[src/rtl/clk_div_pkg.sv]
`default_nettype none
// ============================================================================
// Module      : clk_div_pkg
// Description : Shared state encoding and default sizing for the clock
//               ratio meter.
// Revision    : 1.0 - initial release
// ============================================================================
package clk_div_pkg;

    localparam int c_def_cnt_w    = 8;
    localparam int c_def_lock_cnt = 4;

    typedef logic [1:0] state_t;

    localparam state_t c_st_idle   = 2'd0;
    localparam state_t c_st_acq    = 2'd1;
    localparam state_t c_st_locked = 2'd2;

endpackage : clk_div_pkg
`default_nettype wire

[src/rtl/rise_edge_det.sv]
`default_nettype none
// ============================================================================
// Module      : rise_edge_det
// Description : Registers sig_in once and flags its low-to-high transition.
// Revision    : 1.0 - initial release
// ============================================================================
module rise_edge_det (
    input  logic clk,
    input  logic rst,
    input  logic sig_in,
    output logic rise
);

    logic r_sig_prev;

    always_ff @(posedge clk or posedge rst) begin
        if (rst) begin
            r_sig_prev <= 1'b0;
        end else begin
            r_sig_prev <= sig_in;
        end
    end

    assign rise = sig_in & ~r_sig_prev;

endmodule : rise_edge_det
`default_nettype wire

[src/rtl/clk_ratio_meter.sv]
`default_nettype none
// ============================================================================
// Module      : clk_ratio_meter
// Description : Measures period and high time of sig_in in clk cycles and
//               declares lock after LOCK_CNT consecutive equal periods.
// Revision    : 1.0 - initial release
// ============================================================================
module clk_ratio_meter
    import clk_div_pkg::*;
#(
    parameter int CNT_W    = c_def_cnt_w,
    parameter int LOCK_CNT = c_def_lock_cnt
) (
    input  logic             clk,
    input  logic             rst,
    input  logic             sig_in,
    output logic [CNT_W-1:0] ratio,
    output logic [CNT_W-1:0] high_cnt,
    output logic             ratio_valid,
    output logic             locked,
    output logic             err
);

    localparam int MW = $clog2(LOCK_CNT + 1);
    localparam logic [CNT_W-1:0] c_max  = '1;
    localparam logic [MW-1:0]    c_lock = MW'(LOCK_CNT);

    logic             w_rise;
    logic             w_sat;
    logic             w_same;
    logic [MW-1:0]    w_match_inc;

    state_t           r_state;
    logic [CNT_W-1:0] r_period_cnt;
    logic [CNT_W-1:0] r_high_acc;
    logic [MW-1:0]    r_match_cnt;

    rise_edge_det u_edge (
        .clk    (clk),
        .rst    (rst),
        .sig_in (sig_in),
        .rise   (w_rise)
    );

    assign w_sat       = (r_period_cnt == c_max);
    assign w_same      = (r_period_cnt == ratio);
    assign w_match_inc = r_match_cnt + 1'b1;

    // Counters value at an edge cycle is the measurement for the period just ended.
    always_ff @(posedge clk or posedge rst) begin
        if (rst) begin
            r_period_cnt <= '0;
            r_high_acc   <= '0;
        end else if (w_rise) begin
            r_period_cnt <= CNT_W'(1);
            r_high_acc   <= CNT_W'(1);
        end else begin
            if (!w_sat) begin
                r_period_cnt <= r_period_cnt + 1'b1;
            end
            if (sig_in && (r_high_acc != c_max)) begin
                r_high_acc <= r_high_acc + 1'b1;
            end
        end
    end

    always_ff @(posedge clk or posedge rst) begin
        if (rst) begin
            r_state     <= c_st_idle;
            r_match_cnt <= '0;
            ratio       <= '0;
            high_cnt    <= '0;
            ratio_valid <= 1'b0;
            locked      <= 1'b0;
            err         <= 1'b0;
        end else begin
            ratio_valid <= 1'b0;
            err         <= 1'b0;
            case (r_state)
                c_st_idle: begin
                    if (w_rise) begin
                        r_state     <= c_st_acq;
                        r_match_cnt <= '0;
                    end
                end
                c_st_acq: begin
                    if (w_rise) begin
                        ratio       <= r_period_cnt;
                        high_cnt    <= r_high_acc;
                        ratio_valid <= 1'b1;
                        if (w_same && (r_match_cnt != '0)) begin
                            r_match_cnt <= w_match_inc;
                            if (w_match_inc == c_lock) begin
                                r_state <= c_st_locked;
                                locked  <= 1'b1;
                            end
                        end else begin
                            r_match_cnt <= MW'(1);
                        end
                    end else if (w_sat) begin
                        err         <= 1'b1;
                        r_state     <= c_st_idle;
                        r_match_cnt <= '0;
                        locked      <= 1'b0;
                    end
                end
                c_st_locked: begin
                    if (w_rise) begin
                        ratio       <= r_period_cnt;
                        high_cnt    <= r_high_acc;
                        ratio_valid <= 1'b1;
                        if (!w_same) begin
                            err         <= 1'b1;
                            r_state     <= c_st_acq;
                            r_match_cnt <= MW'(1);
                            locked      <= 1'b0;
                        end
                    end else if (w_sat) begin
                        err         <= 1'b1;
                        r_state     <= c_st_idle;
                        r_match_cnt <= '0;
                        locked      <= 1'b0;
                    end
                end
                default: begin
                    r_state     <= c_st_idle;
                    r_match_cnt <= '0;
                    locked      <= 1'b0;
                end
            endcase
        end
    end

endmodule : clk_ratio_meter
`default_nettype wire

[config.mk]
export PLATFORM = sky130hd
export DESIGN_NAME = clk_ratio_meter
export DESIGN_NICKNAME = d
export VERILOG_FILES = /design/src/rtl/clk_div_pkg.sv /design/src/rtl/rise_edge_det.sv /design/src/rtl/clk_ratio_meter.sv
export SDC_FILE = /design/constraint.sdc
export NUM_CORES = 1
export LEC_CHECK = 0
export BUFFER_PORTS_ARGS = -buffer_cell sky130_fd_sc_hd__buf_4
export CORE_MARGIN = 1.5
export CORE_UTILIZATION = 45
export DETAILED_ROUTE_END_ITERATION = 8
export HOLD_SLACK_MARGIN = 0.06
export PLACE_DENSITY = 0.62
export SYNTH_ARGS = -nofsm -noshare
export SYNTH_HDL_FRONTEND = slang
export SYNTH_SLANG_ARGS = --single-unit
[constraint.sdc]
create_clock -name clk -period 2.2 [get_ports clk]
set_input_delay 0.11 -clock clk [delete_from_list [all_inputs] [get_ports clk]]
set_output_delay 0.11 -clock clk [all_outputs]
set_load 0.05 [all_outputs]
# Word level (Yosys, flattened, before mapping)
# Index checks and enable logic that the tools add are counted.
dict set report word_totals {
  reg_bits 41
  output_inout_bits 19
  word_cells 70
}
dict set report op_classes {
  addsub 3
  n_eq_ne 11
  n_mux 33
  n_bitwise 3
  reduce_logical 10
}
# operator count
set ops {}
lappend ops {{8-bit two-way mux} 4}
lappend ops {{3-bit two-way mux} 6}
lappend ops {{8-bit by 1-bit adder with 8-bit output, second input constant} 2}
lappend ops {{2-bit two-way mux} 7}
lappend ops {{1-bit two-way mux} 12}
lappend ops {{3-bit != test, second input constant} 3}
lappend ops {{3-bit case mux with 3 select lines} 1}
lappend ops {{8-bit == test} 1}
lappend ops {{8-bit == test, second input constant} 1}
lappend ops {{8-bit != test, second input constant} 1}
lappend ops {{4-bit AND reduction} 2}
lappend ops {{2-bit case mux with 3 select lines} 1}
lappend ops {{2-bit by 1-bit != test with 1-bit output, second input constant} 2}
lappend ops {{2-bit AND reduction} 2}
lappend ops {{3-bit by 1-bit adder with 3-bit output, second input constant} 1}
lappend ops {{3-bit == test, second input constant} 1}
lappend ops {{1-bit case mux with 3 select lines} 1}
lappend ops {{3-bit nonzero test} 1}
lappend ops {{2-bit by 1-bit == test with 1-bit output, second input constant} 1}
lappend ops {{2-bit == test, second input constant} 1}
lappend ops {{1-bit logical AND} 2}
lappend ops {{2-bit logical NOT} 1}
lappend ops {{1-bit inverter} 2}
lappend ops {{1-bit case mux with 2 select lines} 1}
lappend ops {{other kinds (3)} 3}

# Longest topological paths before layout
dict set report depth {
  ltp_word 6
  ltp_mapped 7
}

# Modules after synthesis
# A second synthesis with hierarchy kept.
dict set report unflattened {
  hier_cells 210
  area_unflattened_um2 2192.1
}
# mod n_inst cells_per_inst area_each_um2 seq_area_each_um2
set modules_own_cells {}
lappend modules_own_cells {clk_ratio_meter 1 207 2149.6 1001.0}
lappend modules_own_cells {rise_edge_det 1 3 42.5 25.0}

# Least setup slack after synthesis
# Ideal clock, no wire load.
dict set report synth_timing {
  path_kind {register to register}
  startpoint {register r_period_cnt[0]}
  endpoint {register r_match_cnt[0]}
  setup_time_ps 122
  arrival_ps 1736
  path_slack_ps 342
  stages_incl_launch_ff 7
  n_path_buf 0
  path_cell_list {dfrtp_1 > ha_1 > nand4_4 > nor3_4 > o211ai_2 > or3_1 > a32o_1}
}
dict set report synth_between {
  elab_chain_cells 5
  elab_cells_between_ends 10
}
# item line
set synth_lines {}
lappend synth_lines {{start: declaration} clk_ratio_meter.sv:34} ;# logic [CNT_W-1:0] r_period_cnt;
lappend synth_lines {{start signal: assignment} clk_ratio_meter.sv:59} ;# r_period_cnt <= r_period_cnt + 1'b1;
lappend synth_lines {{8-bit == test} clk_ratio_meter.sv:46} ;# assign w_same = (r_period_cnt == ratio);
lappend synth_lines {{1-bit logical AND} clk_ratio_meter.sv:91} ;# if (w_same && (r_match_cnt != '0)) begin
lappend synth_lines {{3-bit two-way mux} clk_ratio_meter.sv:91}
lappend synth_lines {{3-bit two-way mux} clk_ratio_meter.sv:87} ;# if (w_rise) begin
lappend synth_lines {{3-bit case mux with 3 select lines} clk_ratio_meter.sv:79} ;# case (r_state)
lappend synth_lines {{end signal: assignment} clk_ratio_meter.sv:92} ;# r_match_cnt <= w_match_inc;
lappend synth_lines {{end: declaration} clk_ratio_meter.sv:36} ;# logic [MW-1:0] r_match_cnt;
# Several ways; a longest one is shown, not always the timed one.
# A chain may end at the register's enable or synchronous reset.

# Worst setup path after layout
dict set report layout_timing {
  startpoint {register r_period_cnt[1]}
  endpoint {register r_match_cnt[0]}
}
# The elaborated chain is that of the path after synthesis.

==> results.yml <==
synthesis:
  synth_area_um2: 2210
  synth_seq_cells: 41
  async_flop_share_pct: 100
  ys_seq_area_share_pct: 46.4
  synth_ff_type: "dfrtp_1"
  synthDistinctLibCells: 47
  netlist_instances: 215
  synth-edff-count: 0
  synth_warnings: 0
  syn_nets: 228
  synth_area_per_cell_um2: 10.3
timing:
  fin_skew_ps: 8.74
  hold_viol: 0
  final-max-slew-violation-count: 0
  period_needed_ps: 1960
  rsz0062_at_grt: "false"
  whs_ps: 490
  tightest_slew_ps: 511
  final-setup-viol-count: 0
  fin_ws_ps: 237
  fin_crit_sh_pct: 89.2
  setup_tns_ps: 0
  max_freq_ghz: 0.509
  worst_slew_margin_rel_pct: 65.9
clock_tree:
  cts_buffers: 5
  cts.clk_slew.worst_paths_ps: 80
  cts_tree: "done"
  htreeDepth: 2
  holdBufCountCts: 2
  clk_latency_ps: 290
  post_cts_resized: 0
  root_buffer: "clkbuf_8"
  cts_sinks: 41
  cts_setup_buffers: 0
  cts_max_path_buffers: 2
detailed_routing:
  avgRoutedWirePerCell_um: 13.5
  totalWireLength_um: 4270
  vias_per_cell: 5.22
  drc: 0
  antenna_left: 0
  dr.pass1.iters: 4
  vias: 1654
  dr.first_iter.drc_count: 92
setup_path:
  cp.arrival_ps: 2150
  critical_path.max_stage_delay_ps: 420
  path_buf_inv: 0
  cp.required_ps: 2390
  cp_top_family: "simple AND/OR/NAND/NOR gates"
  crit_slowest_cell: "dfrtp_1"
  start_kind: "flop"
  path_max_fanout: 6
  crit_path_end_kind: "flop"
  path_cells: "ha_1 -> nand4_4 -> nor3_4 -> o211ai_2 -> or3_1 -> a32o_1"
  crit_type: "reg2reg"
floorplan:
  start_util_pct: 46.8
  core-area_um2: 4720
  die_area_um2: 5340
  die_w_um: 73.1
  die_h_um: 73.1
  rows: 25
  io_pins: 22
global_route:
  grt.overflow.total: 0
  antenna_found_initial: 0
  grtUsageTotal_pct: 17.7
  grt_pass1_vias: 1530
  grt_max_degree: 42
  grt_pass1_wl_um: 7300
placement:
  place_area_um2: 2490
  port_buffers: 21
  place_congestion: 0.845
  dp_hpwl_um: 3040
  place_inst: 307
  pre_cts_slack_ps: 237
pwr:
  max-vdd-ir-drop_mv: 0.565
  power_frac_clock_pct: 20.4
  power_per_cell_area_nw_per_um2: 1140
  comb_power_share_pct: 44.3
  intPower_mw: 1.78
  switching_share_pct: 40.9
  p_sw_mw: 1.23
  p_leak_nw: 1.18
  seqPwrFrac_pct: 35.3
final_layout:
  area_delta_synth_final_pct: 18.7
  finalInstanceArea_um2: 2620
  instances_no_fill: 317
  n_antenna_cell: 0
  final_layout_size_suffix_gt1_share_pct: 23.6
  nets: 262
min_path:
  hold_class: "reg2reg"
run_status:
  status: "completed"
run:
  cap_viol_max_count: 0
registers in the layout, summed over array words and instances (netlist names):
| register | flops |
|---|---|
| high_cnt | 8 |
| r_high_acc | 8 |
| r_period_cnt | 8 |
| ratio | 8 |
| r_match_cnt | 3 |
| r_state | 2 |
| err | 1 |
| locked | 1 |
| ratio_valid | 1 |
| u_edge.r_sig_prev | 1 |
layout make-up:
class	instances	area, um2
Clock buffer	6	72.6
Timing Repair Buffer	31	238
Fill cell	431	2100
Inverter	13	48.8
Sequential cell	41	1030
Multi-Input combinational cell	157	1120
Tap cell	67	83.8
Clock inverter	2	38.8
power by group through the flow:
stage / clock [mW] / sequential (mW) / combinational [mW]
after global routing: 0.663 / 1.09 / 1.45
after CTS: 0.633 / 1.06 / 1.34
after floorplan: 0 / 1.30 / 0.758
after global placement: 0 / 1.07 / 1.33
after detailed placement: 0 / 1.08 / 1.33
final: 0.611 / 1.06 / 1.33
through the flow:
step	total power, mW	util (%)
2_1_floorplan	2.06	-
3_3_place_gp	2.40	52.8
3_5_place_dp	2.41	52.8
4_1_cts	3.03	55.5
5_1_grt	3.20	55.5
6_report	3.00	55.5
cell families (layout without fill, tap and decap cells):
group / count (synthesis) / after routing / synth area share [%]
AND/OR/NAND/NOR: 74 / 74 / 18.1
AO/OA/AOI/OAI: 41 / 41 / 12.5
flip-flops: 41 / 41 / 46.4
XOR/XNOR: 17 / 17 / 6.74
buffers and inverters: 17 / 52 / 3.06
multiplexers: 15 / 15 / 7.59
adder cells (fa/ha/maj): 10 / 10 / 5.66
per-layer routing:
metal  track usage, %  routed length, um  up-vias
met5                0                  0        -
li1                 -                  -      836
met4             5.66                 21        0
met2             27.4               1970       28
met1             25.1               2140      787
met3             3.31                139        3
worst reg2reg max path, stage by stage, from the launching register on:
cell and delay, ps:
dfrtp_1 420, ha_1 280, nand4_4 160, nor3_4 290
o211ai_2 120, or3_1 350, a32o_1 240
cells in the final DEF, fill, tap and decap left out, types with 2 or more instances in the layout:
master          n
or2_2           2
nand3_1         6
nor3_1         10
and3_1          2
xnor2_1        14
a31oi_1         5
a211oi_1        2
nand4_1         5
and4_1          2
buf_4          29
clkbuf_8        5
dlygate4sd3_1   2
o21ai_1         2
dfrtp_1        41
ha_1           10
or3_1           2
xor2_1          3
o21a_1          2
a21oi_1         5
mux2_2         14
nand2b_1        3
nand2_1        18
inv_1          13
nor2_1         15
o21ai_0        12
synth_stat cells, types with 2 or more instances:
cell | instances | area, um2
dfrtp_1 | 41 | 1030
nand2_1 | 18 | 67.6
nor2_1 | 15 | 56.3
mux2_2 | 14 | 158
xnor2_1 | 14 | 123
inv_1 | 13 | 48.8
o21ai_0 | 12 | 60.1
ha_1 | 10 | 125
nor3_1 | 10 | 50.1
nand3_1 | 6 | 30.0
a21oi_1 | 5 | 25.0
a31oi_1 | 5 | 31.3
nand4_1 | 5 | 31.3
buf_2 | 3 | 15.0
nand2b_1 | 3 | 18.8
xor2_1 | 3 | 26.3
a211oi_1 | 2 | 15.0
and3_1 | 2 | 12.5
and4_1 | 2 | 17.5
o21a_1 | 2 | 15.0
o21ai_1 | 2 | 10.0
or2_2 | 2 | 12.5
or3_1 | 2 | 12.5
worst paths after layout:
kind	from	endpoint	slack [ps]	cells after the start
worst max-delay path	r_period_cnt[1]$_DFFE_PP0P_	r_match_cnt[0]$_DFFE_PP0P_	240	6
worst min-delay path	high_cnt[3]$_DFFE_PP0P_	high_cnt[3]$_DFFE_PP0P_	490	2
worst max register to register	r_period_cnt[1]$_DFFE_PP0P_	r_match_cnt[0]$_DFFE_PP0P_	240	6
worst min register to register	high_cnt[3]$_DFFE_PP0P_	high_cnt[3]$_DFFE_PP0P_	490	2
max in group asynchronous	rst	ratio[0]$_DFFE_PP0P_	1340	4
min in group asynchronous	rst	r_match_cnt[2]$_DFFE_PP0P_	500	4
Note: power is estimated with default switching activity, not from simulation.
